==> config.mk <==
export PLATFORM = sky130hd
export DESIGN_NAME = fir_tap_sequencer
export DESIGN_NICKNAME = d
export VERILOG_FILES = /design/src/rtl/fir_tap_sequencer.sv
export SDC_FILE = /design/constraint.sdc
export NUM_CORES = 1
export LEC_CHECK = 0
export CORE_MARGIN = 2
export CORE_UTILIZATION = 53
export DETAILED_ROUTE_END_ITERATION = 10
export PLACE_DENSITY = 0.77
export SYNTH_ARGS = -nofsm -noshare
export SYNTH_HDL_FRONTEND = slang
export SYNTH_SLANG_ARGS = --single-unit
==> constraint.sdc <==
create_clock -name clk -period 12.3 [get_ports clk]
set_clock_uncertainty 0.05 [all_clocks]
set_input_delay 2.46 -clock clk [delete_from_list [all_inputs] [get_ports clk]]
set_output_delay 2.46 -clock clk [all_outputs]
set_load 0.02 [all_outputs]
==> src/rtl/fir_tap_sequencer.sv <==
// FIR per-sample sequencer: holds the delay line and coefficients, walks one tap per cycle
// through the shared multiplier, and returns one saturated 32-bit result per accepted sample.
module fir_tap_sequencer #(
  parameter int N     = 16,
  parameter int TAPS  = 8,
  parameter int ACC_W = 36
) (
  input  logic                     clk,
  input  logic                     rst,
  input  logic                     in_valid,
  output logic                     in_ready,
  input  logic [N-1:0]             in_sample,
  input  logic                     coef_we,
  input  logic [$clog2(TAPS)-1:0]  coef_addr,
  input  logic [N-1:0]             coef_data,
  output logic [N-1:0]             alu_a,
  output logic [N-1:0]             alu_b,
  output logic                     alu_sel,
  input  logic [31:0]              alu_out,
  output logic                     out_valid,
  input  logic                     out_ready,
  output logic [31:0]              out_y
);

  // state | meaning
  // IDLE  | waiting for a sample; coefficient writes accepted here only
  // MAC   | one tap per cycle through the shared ALU, accumulating products
  // HOLD  | result presented on out_y until the consumer takes it
  typedef enum logic [1:0] {IDLE, MAC, HOLD} state_t;

  localparam int AW = $clog2(TAPS);
  localparam logic [AW-1:0] LAST = AW'(TAPS - 1);
  localparam logic signed [ACC_W-1:0] SAT_MAX = {{(ACC_W-31){1'b0}}, {31{1'b1}}};
  localparam logic signed [ACC_W-1:0] SAT_MIN = {{(ACC_W-31){1'b1}}, {31{1'b0}}};

  state_t                    state;
  logic        [N-1:0]       d    [TAPS];
  logic        [N-1:0]       coef [TAPS];
  logic signed [ACC_W-1:0]   acc;
  logic signed [ACC_W-1:0]   acc_sum;
  logic        [AW-1:0]      idx;
  logic        [31:0]        y_sat;

  // ALU operands are combinational so alu_out settles within the same MAC cycle.
  always_comb begin
    in_ready = (state == IDLE);
    alu_sel  = (state == MAC);
    alu_a    = '0;
    alu_b    = '0;
    if (state == MAC) begin
      alu_a = d[idx];
      alu_b = coef[idx];
    end
  end

  always_comb begin
    acc_sum = acc + {{(ACC_W-32){alu_out[31]}}, alu_out};
    if (acc_sum > SAT_MAX)
      y_sat = 32'h7FFF_FFFF;
    else if (acc_sum < SAT_MIN)
      y_sat = 32'h8000_0000;
    else
      y_sat = acc_sum[31:0];
  end

  always_ff @(posedge clk or posedge rst) begin
    if (rst) begin
      state     <= IDLE;
      acc       <= '0;
      idx       <= '0;
      out_valid <= 1'b0;
      out_y     <= '0;
      for (int k = 0; k < TAPS; k++) begin
        d[k]    <= '0;
        coef[k] <= '0;
      end
    end else begin
      case (state)
        IDLE: begin
          if (coef_we)
            coef[coef_addr] <= coef_data;
          if (in_valid) begin
            for (int k = TAPS - 1; k >= 1; k--)
              d[k] <= d[k-1];
            d[0]  <= in_sample;
            acc   <= '0;
            idx   <= '0;
            state <= MAC;
          end
        end
        MAC: begin
          acc <= acc_sum;
          idx <= idx + 1'b1;
          if (idx == LAST) begin
            out_y     <= y_sat;
            out_valid <= 1'b1;
            state     <= HOLD;
          end
        end
        HOLD: begin
          if (out_ready) begin
            out_valid <= 1'b0;
            state     <= IDLE;
          end
        end
        default: state <= IDLE;
      endcase
    end
  end

endmodule
Yosys cells after proc, flatten, opt, wreduce, memory -nomap -nowiden
Cells that the tools add are included.
{"block": "totals", "reg_bits": 330, "output_inout_bits": 67}
{"block": "classes", "n_eq_ne": 6, "n_addsub": 2, "n_reduce_logical": 10, "muxes": 24, "bitwise_logic": 2, "magnitude_cmp": 5}
{"op": "$bwmux W128", "count": 1}
{"op": "$mux W16", "count": 7}
{"op": "$bmux W16 S3", "count": 2}
{"op": "$pmux W36 S2", "count": 1}
{"op": "$mux W32", "count": 2}
{"op": "$demux W16 S3", "count": 1}
{"op": "$add A36 B36 Y36", "count": 1}
{"op": "$gt A36 B32 Y1 const B", "count": 1}
{"op": "$lt A36 B32 Y1 const B", "count": 1}
{"op": "$mux W36", "count": 1}
{"op": "$ge A4 B4 Y1 const B", "count": 2}
{"op": "$not A3 Y4", "count": 2}
{"op": "$reduce_and A2 Y1", "count": 4}
{"op": "$mux W2", "count": 3}
{"op": "$pmux W2 S3", "count": 1}
{"op": "$pmux W3 S2", "count": 1}
{"op": "$reduce_and A3 Y1", "count": 2}
{"op": "$lt A4 B1 Y1 const B", "count": 1}
{"op": "$ne A2 B2 Y1 const B", "count": 2}
{"op": "$reduce_bool A2 Y1", "count": 2}
{"op": "$add A3 B1 Y3 const B", "count": 1}
{"op": "$eq A3 B3 Y1 const B", "count": 1}
{"op": "$mux W3", "count": 1}
{"op": "$eq A2 B1 Y1 const B", "count": 1}
{"op": "6 further kinds", "count": 7}

Longest topological paths before layout
{"block": "logic_depth", "word_depth": 6, "depth_mapped": 14}

Worst setup path after synthesis
OpenSTA, ideal clock, no wires.
{"block": "synth_path", "kind": "input -> register", "startpoint": "in alu_out[0]", "endpoint": "reg out_y[24]", "t_required_ns": 12.129, "arrival_time_ns": 5.312, "path_slack_ns": 6.817, "setup_time_ns": 0.121, "cell_stages": 14, "path_cell_list": "ha_1 inv_1 fa_1 and2b_1 o2111ai_2 a21boi_2 a311oi_2 o31a_1 o311ai_4 xor2_2 nor4_2 buf_2 a21oi_1 a22o_1"}
{"block": "synth_via", "elab_chain_len": 4, "elab_cells_between_ends": 5, "classes_between": "add/sub (1); order compare (2); mux (2)"}
{"element": "start: declaration", "line": "19", "source": "input logic [31:0] alu_out,"}
{"element": "$add A36 B36 Y36 *", "line": "57", "source": "acc_sum = acc + {{(ACC_W-32){alu_out[31]}}, alu_out};"}
{"element": "$lt A36 B32 Y1", "line": "60", "source": "else if (acc_sum < SAT_MIN)"}
{"element": "$mux W32", "line": "60"}
{"element": "$mux W32 *", "line": "58", "source": "if (acc_sum > SAT_MAX)"}
{"element": "end signal: assignment", "line": "95", "source": "out_y <= y_sat;"}
{"element": "end: declaration", "line": "22", "source": "output logic [31:0] out_y"}
Mark *: on every way between the ends. The rest lies on a longest branch, timed or not.
A chain may end at the register's enable or synchronous reset.

Final worst setup path
{"block": "layout_path", "startpoint": "in alu_out[0]", "endpoint": "reg out_y[6]"}
The elaborated chain is that of the path after synthesis.

==> reports/qor.txt <==
Worst-Skew Late Latency -> 0.53 ns
Clk network pwr share -> 19.4%
Synth top area share -> 49.8%
DRT met1 WL -> 16.1 mm
Final min period -> 6.48 ns
cts hold-fix bufs -> 0
syn nets -> 1380
Setup Fix Bufs, Post-CTS -> 0
EDFF count, synth -> 0
Cells after Synth -> 1267
via count -> 10773
post-place instance area -> 18300 sq um
routed len/inst -> 20.3 um
count leader, synth -> dfrtp_1
fin cells -> 1800
HP Start -> acc[12]
H-tree depth -> 2
P_sw -> 1960 uW
Most used DFF post-synth -> dfrtp_1
Critical Path Fanout Max -> 18
CTS tree -> yes
clk sink count -> 330
Crit. Startpoint -> alu_out[0]
Tot GR Track Use -> 22.6%
Seq pwr share -> 35.9%
status -> finished, final reports clean
P_leak -> 0.00816 uW
mapped cell area -> 16600 sq um
Least-Margin Pin Slew -> 1.13 ns
core outline area -> 30700 sq um
vias in the first global route -> 11356
setup TNS -> 0 ns
drt drc -> 0
worst min path class -> flip-flop to flip-flop
CTS resizes -> 0
critical path endpoint category -> flip-flop
Critical Path AT -> 6.82 ns
total die area -> 32700 sq um
fin nets -> 1488
Worst Hold End -> acc[12]
first-pass GRT wire length -> 60.2 mm
CTS buffer count -> 37
IO buf count -> 138
critical path type -> input pin to flip-flop
DRT iter0 DRCs -> 717
peak supply drop -> 0.167 mV
CP Launch Type -> input pin
area leader, netlist -> dfrtp_1
met2 WL -> 17.8 mm
R2R cell count -> 11
Detail Placement HPWL -> 22.8 mm
P&R area growth vs syn -> 17.1%
Max Cap Viol -> 0
number of distinct library cells after synthesis -> 64
post-synthesis sequential area ratio -> 49.8%
pre-CTS setup slack -> 5.33 ns
vias per cell -> 5.99
worst hold slack -> 0.431 ns
Design Area, Final -> 19400 sq um
initial antenna violation count -> 0
Die Width -> 181 um
initial core utilization -> 54.1%
Max Transition Viols Final -> 0
Slew HR -> 24.3%
RSZ-0062 raised after global routing -> false
P_int -> 3520 uW
placed cells -> 1732
ys async rst share -> 100%
PD cells -> 282 nW/um^2
Worst R2R Setup Slack -> 7.82 ns
FF-to-FF End -> out_y[6]
FMAX -> 154 MHz
Switching Fraction -> 35.8%
final hold viol count -> 0
FF+latch count, synth -> 330
DRT antenna net count -> 0
# IOs -> 139
most frequent cells after synthesis -> dfrtp_1, mux2_2, nand2_1
global route total overflow -> 0
share of cells above drive strength 1 -> 29.5%
period utilization -> 52.7%
DR top layer -> met4
combinational power share -> 44.7%
largest net degree at the start of global routing -> 201
Synth area leaders -> dfrtp_1, mux2_2, mux4_2
# rows -> 64
Met3 Wirelength -> 1.68 mm
yosys warns -> 0
Initial DRT Pass Iterations -> 5
placer congestion estimate -> 0.904
syn avg cell area -> 13.1 sq um
worst r2r src -> acc[14]
worst hold path depth -> 2
Worst-path clk slew -> 0.06 ns
CTS Buffer Depth -> 3
data required time of the critical path -> 12.64 ns
antenna cells -> 0
Die H -> 181 um
Root Driver -> clkbuf_16
Final Worst Setup Slack -> 5.82 ns
Final Setup Violations -> 0
overall routed net length -> 36.5 mm
power by group through the flow:
stage / clock network (uW) / logic (uW) / registers [uW]
6_report: 1060 / 2450 / 1970
2_1_floorplan: 0 / 1820 / 1900
3_3_place_gp: 0 / 2380 / 1950
5_1_grt: 1130 / 2650 / 2040
4_1_cts: 1090 / 2460 / 1970
3_5_place_dp: 0 / 2440 / 1980
through the flow:
stage,power [uW],util (%)
2_1_floorplan,3720,-
3_3_place_gp,4330,59.5
3_5_place_dp,4430,59.5
4_1_cts,5530,63.3
5_1_grt,5830,63.3
6_report,5480,63.3
cell families after synthesis:
group / synth area share, %
AOI/OAI and AO/OA: 9.18
xor gates and xnor gates: 1.89
adders and majority gates: 3.14
buffers and inverters: 2.62
DFF: 49.8
muxes: 28.1
and+or+nand+nor: 5.24
per-layer routing:
metal  up-vias  GRT usage [%]
met5         -              0
met4         0           6.55
met3        67           3.39
met2       287           37.2
met1      5508           31.4
li1       4911              -
state kept, by name (all words and copies together), names as in the netlist:
signal,count
out_y,32
out_valid,1
idx,3
acc,36
coef,128
d,128
state,2
how the worst max path moves through the flow:
| stage | end | depth (start not counted) |
|---|---|---|
| floorplan | acc[0] | 1 |
| global placement | out_y[27] | 15 |
| detailed placement | out_y[6] | 15 |
| CTS | out_y[6] | 15 |
| global route | out_y[24] | 14 |
| finish | out_y[6] | 15 |
final cells by class:
class	instances	area, sq um
Fill cell	2318	11200
Sequential cell	330	8260
Multi-Input combinational cell	841	7940
Timing Repair Buffer	152	1500
Clock buffer	60	1110
Tap cell	396	495
Clock inverter	8	62.6
Inverter	13	56.3
worst max-delay path, stage by stage:
cell and delay (ns):
clkdlybuf4s50_1 0.48, ha_1 0.17, inv_1 0.06, fa_1 0.41, and2b_1 0.24, o2111ai_2 0.13, a21boi_2 0.27, a311oi_2 0.17
o31a_1 0.40, o311ai_4 0.35, xor2_2 0.16, nor4_4 0.74, buf_4 0.39, a21oi_1 0.12, a22o_1 0.26
layout by cell type, fill, tap and decap left out, types with 6 or more instances in the layout:
master	count
a21o_1	11
a21oi_1	62
a22o_1	39
buf_4	13
clkbuf_1	13
clkbuf_16	37
clkbuf_8	10
clkdlybuf4s50_1	138
dfrtp_1	327
ha_1	40
inv_1	12
mux2_2	258
mux2i_1	32
mux4_2	64
nand2_1	68
nand3_1	6
nand4_1	16
nor2_1	28
nor2b_1	34
o21ai_0	55
o21ai_1	31
xnor2_1	18
xor2_1	13
(Power assumes the default switching activity.)
==> patch 1 (config.mk and constraints unchanged) <==
Set the parameter `ACC_W` to 72 (it was 36).
--- a/src/rtl/fir_tap_sequencer.sv
+++ b/src/rtl/fir_tap_sequencer.sv
@@ -4,5 +4,5 @@
   parameter int N     = 16,
   parameter int TAPS  = 8,
-  parameter int ACC_W = 36
+  parameter int ACC_W = 72
 ) (
   input  logic                     clk,
Check against the original RTL: same outputs for any inputs over 4 cycles, from zero or initial values and one cycle with rst high; that may be too few to reach the edited logic, so the function may still have changed.
==> patch 1 against the unedited design <==
Power increased by 20%; synthesized area increased by 28%; fmax decreased by 10%; worst setup slack got worse by 0.76 ns; combinational power increased by 35%; die area increased by 27%; design area increased by 24%; highest routed layer unchanged; sequential cell count increased by 36; non-clock buffer count increased by 6; wire length increased by 49%.
==> patch 1: results (changes against the unedited design) <==
metric,value,unit,change
critical path arrival,7.61,ns,was 6.82 ns
vias in the first global route,15700,,was 11400
crit path max-delay cell type,a221oi_1,,was nor4_4
fin cells,2506,,was 1800
biggest regs,"coef (128), d (128), acc (72)",,"was coef (128), d (128), acc (36)"
most frequent cells after synthesis,"366 x dfrtp_1, 259 x mux2_2, 115 x nand2_1, 104 x nor2_1, 103 x a21oi_1",,"was 330 x dfrtp_1, 258 x mux2_2, 69 x nand2_1, 64 x mux4_2, 62 x a21oi_1"
layout cells sized above 1,23.5,%,was 29.5%
Worst Path Max Fanout,41,,was 18
outcome,"complete, no violations",,unchanged
met2 wire length,25.8,mm,was 17.8 mm
hold path cells,2,,unchanged
Yosys cell types,88,,was 64
post-DP HPWL,37.0,mm,was 22.8 mm
Via density,6.24,,was 5.99
Mapped Nets,2020,,was 1380
initial antenna violation count,1,,was 0
slew margin rel.,23.3,%,was 24.3%
All-Layer GR Usage,26.6,%,was 22.6%
DR iter-0 viols,1027,,was 717
first-pass GRT wire length,87.0,mm,was 60.2 mm
nets,2100,,was 1488
Reg2Reg Depth,16,,was 11
leakage,9.91,nW,was 8.16 nW
placed cell area,22900,sq um,was 18300 sq um
clock latency on the worst-skew pair,0.59,ns,was 0.53 ns
wire per inst,21.7,um,was 20.3 um
Met1 Wirelength,24.0,mm,was 16.1 mm
GPL Wtd Cong,0.947,,was 0.904
==> patch 1: cell count changes in the layout (fill, tap and decap cells not counted), sizes merged, moves of 16 or more <==
cell / unedited run / this run
a21oi: 65 / 117
dfrtp: 330 / 366
ha: 40 / 76
nand2: 70 / 118
nand3: 6 / 25
nand4: 17 / 42
nor2: 28 / 104
nor3: 5 / 24
o21a: 2 / 18
o21ai: 86 / 122
o22ai: 0 / 31
xnor2: 20 / 39
==> patch 1: per-layer routing <==
layer / global-route usage (%) / up-vias
met4: 8.63 / 0
met1: 36.3 / 7914
met5: 0 / -
met2: 42.9 / 425
met3: 5.09 / 101
li1: - / 7188
==> patch 1: logic make-up after synthesis <==
kind of cell | synth area share, %
DFF | 43.3
buffers and inverters | 2.87
adders and majority gates | 4.59
AOI/OAI and AO/OA | 14.5
xor gates and xnor gates | 2.48
and+or+nand+nor | 9.99
muxes | 22.3
==> patch 1: area by class of cell <==
cell class                 instances  area (sq um)
antenna                            2          5.00
timing repair buffer             158          1540
clock buffer                      60          1140
clock inverter                     9           113
multi-input combinational       1363         11400
fill                            3139         15400
sequential                       366          9170
inverter                          23          90.1
tap                              525           657
==> patch 1: report_power, final <==
group / switching, mW / internal [mW] / leakage, nW
clock: 0.494 / 0.666 / 0.612
sequential: 0.344 / 1.75 / 4.40
combinational: 1.77 / 1.54 / 4.90
==> patch 1: path summary, 6_finish.rpt <==
check,slack [ns],endpoint,startpoint
worst min-delay path,0.44,acc[54],acc[54]
worst max-delay path,5.06,out_y[23],alu_out[31]
worst min register to register,0.44,acc[54],acc[54]
min in group asynchronous,2.32,acc[55],rst
worst max register to register,7.30,out_y[23],acc[0]
max in group asynchronous,7.56,d[54],rst
==> patch 1: through the flow <==
step	setup WS [ns]	utilization, %
CTS	5.19	61.0
finish	5.06	61.1
floorplan	4.88	-
detailed placement	4.60	57.9
global placement	4.67	57.9
global route	4.62	61.1
==> patch 1: worst reg2reg max path, cell delays in order (launching register included) <==
cell and delay, ns:
dfrtp_1 0.38, ha_1 0.25, fa_1 0.45, a211oi_1 0.40
o211ai_1 0.13, nand2_1 0.13, a2111oi_0 0.11, nor4_1 0.67
o31ai_1 0.26, xnor2_1 0.40, nand2_1 0.09, nor4_1 0.35
nand4_1 0.14, nor4_1 0.26, a32o_1 0.20, buf_4 0.37
o22ai_1 0.20
==> patch 2 (same settings) <==
Without the edit above. Encoding of `state_t`: now one-hot (3 bits for 3 states).
--- a/src/rtl/fir_tap_sequencer.sv
+++ b/src/rtl/fir_tap_sequencer.sv
@@ -27,5 +27,5 @@
   // MAC   | one tap per cycle through the shared ALU, accumulating products
   // HOLD  | result presented on out_y until the consumer takes it
-  typedef enum logic [1:0] {IDLE, MAC, HOLD} state_t;
+  typedef enum logic [2:0] {IDLE = 3'b001, MAC = 3'b010, HOLD = 3'b100} state_t;
 
   localparam int AW = $clog2(TAPS);
Check against the original RTL: same outputs for any inputs over 4 cycles, from zero or initial values and one cycle with rst high; so few cycles prove little.
==> patch 2 against the unedited design <==
Global-route usage grew 2.5 points; wire length grew 13%; sequential power shrank 8%; clock power grew 6%; combinational power shrank 30%; via count grew 19%; worst setup slack lost 0.065 ns; design area grew 2.6%; synthesized cell count grew 29%; sequential cell count grew 1; power shrank 15%; die area grew 3.3%; synthesized area grew 3.3%.
==> patch 2: results (changes against the unedited design) <==
metric,value,unit,change
multi-input combinational area share,41.7,%,was 40.9%
comb_multi_in,1169,,was 841
final core utilization,62.9,%,was 63.3%
count of non-CTS inverters in the layout,26,,was 13
"FF+latch count, synth",331,,was 330
placed cell area,18700,sq um,was 18300 sq um
wire per inst,19.3,um,was 20.3 um
post-DP HPWL,26.5,mm,was 22.8 mm
complex-gate fraction of the synthesized area,8.88,%,was 9.18%
GRT met2 Usage,40.6,%,was 37.2%
met3 WL post-DR,2.16,mm,was 1.68 mm
Sw Pwr,1.66,mW,was 1.96 mW
nonclk buf count,153,,was 152
placed insts,2081,,was 1732
Die X,184,um,was 181 um
GPL Wtd Cong,0.927,,was 0.904
FF+latch area,8290,sq um,was 8260 sq um
IO buf count,138,,unchanged
critical path arrival,6.92,ns,was 6.82 ns
multiplexer share of the synthesized area,18.7,%,was 28.1%
clock buf count,53,,was 60
highest routed layer,met5,,was met4
DR iter-0 viols,1004,,was 717
Post-Synth XOR/XNOR Area,1.74,%,was 1.89%
outcome,"complete, no violations",,unchanged
nets,1827,,was 1488
cell count after synthesis,1633,,was 1267
met3 usage,3.45,%,was 3.39%
"worst slack, placed",5.31,ns,was 5.33 ns
largest cells by area after synthesis,"dfrtp_1 48%, nand2_1 10%, mux2_2 8.4%",,"was dfrtp_1 50%, mux2_2 18%, mux4_2 8.7%"
Routed WL,41.4,mm,was 36.5 mm
Layout clock area frac,6.18,%,was 6.05%
layout cells sized above 1,17.5,%,was 29.5%
CTS Buf Count,36,,was 37
total number of vias,12800,,was 10800
register area share after synthesis,48.3,%,was 49.8%
Yosys cell types,79,,was 64
clock buffer depth,3,,unchanged
crit path max-delay cell type,nor4b_4,,was nor4_4
most frequent cells after synthesis,"471 x nand2_1, 330 x dfrtp_1, 128 x mux2_2, 75 x clkbuf_1, 66 x nor2_1",,"was 330 x dfrtp_1, 258 x mux2_2, 69 x nand2_1, 64 x mux4_2, 62 x a21oi_1"
Fillers,2477,,was 2318
CP top delay family,simple AND/OR/NAND/NOR gates,,was compound AO/OA/AOI/OAI gates
grt met1 use,35.0,%,was 31.4%
first-pass GRT wire length,67.5,mm,was 60.2 mm
Mapped Nets,1743,,was 1380
max incr delay on CP,0.96,ns,was 0.74 ns
Data buffer area share,7.49,%,was 7.72%
VDD IR-drop max,0.140,mV,was 0.167 mV
initial antenna violation count,1,,was 0
Least-Margin Pin Slew,1.23,ns,was 1.13 ns
fraction of the mapped netlist area in adder cells,2.82,%,was 3.14%
Worst Path Max Fanout,34,,was 18
vias in the first global route,12900,,was 11400
All-Layer GR Usage,25.1,%,was 22.6%
maximum number of pins on one net before global-route repair,157,,was 201
[patch 2: worst min-delay path, cell delays in order, from the launching register on]
cell and delay, ns:
dfrtp_1 0.34, nand2_1 0.05, nand2_1 0.05
[patch 2: power by group through the flow]
| stage | Clock, mW | Sequential, mW | Combinational [mW] |
|---|---|---|---|
| 3_5_place_dp | 0 | 1.83 | 1.70 |
| 3_3_place_gp | 0 | 1.80 | 1.64 |
| 6_report | 1.12 | 1.82 | 1.71 |
| 2_1_floorplan | 0 | 1.72 | 1.35 |
| 4_1_cts | 1.13 | 1.82 | 1.71 |
| 5_1_grt | 1.18 | 1.87 | 1.88 |
[patch 2: worst paths after layout]
check | from | cells past startpoint | end | slack [ns]
max reg2reg | acc[9] | 10 | out_y[16] | 7.71
min in group asynchronous | rst | 2 | acc[25] | 2.52
min reg2reg | d[12] | 2 | d[12] | 0.42
min | d[12] | 2 | d[12] | 0.42
max | alu_out[9] | 11 | out_y[16] | 5.75
max in group asynchronous | rst | 3 | idx[0] | 8.15
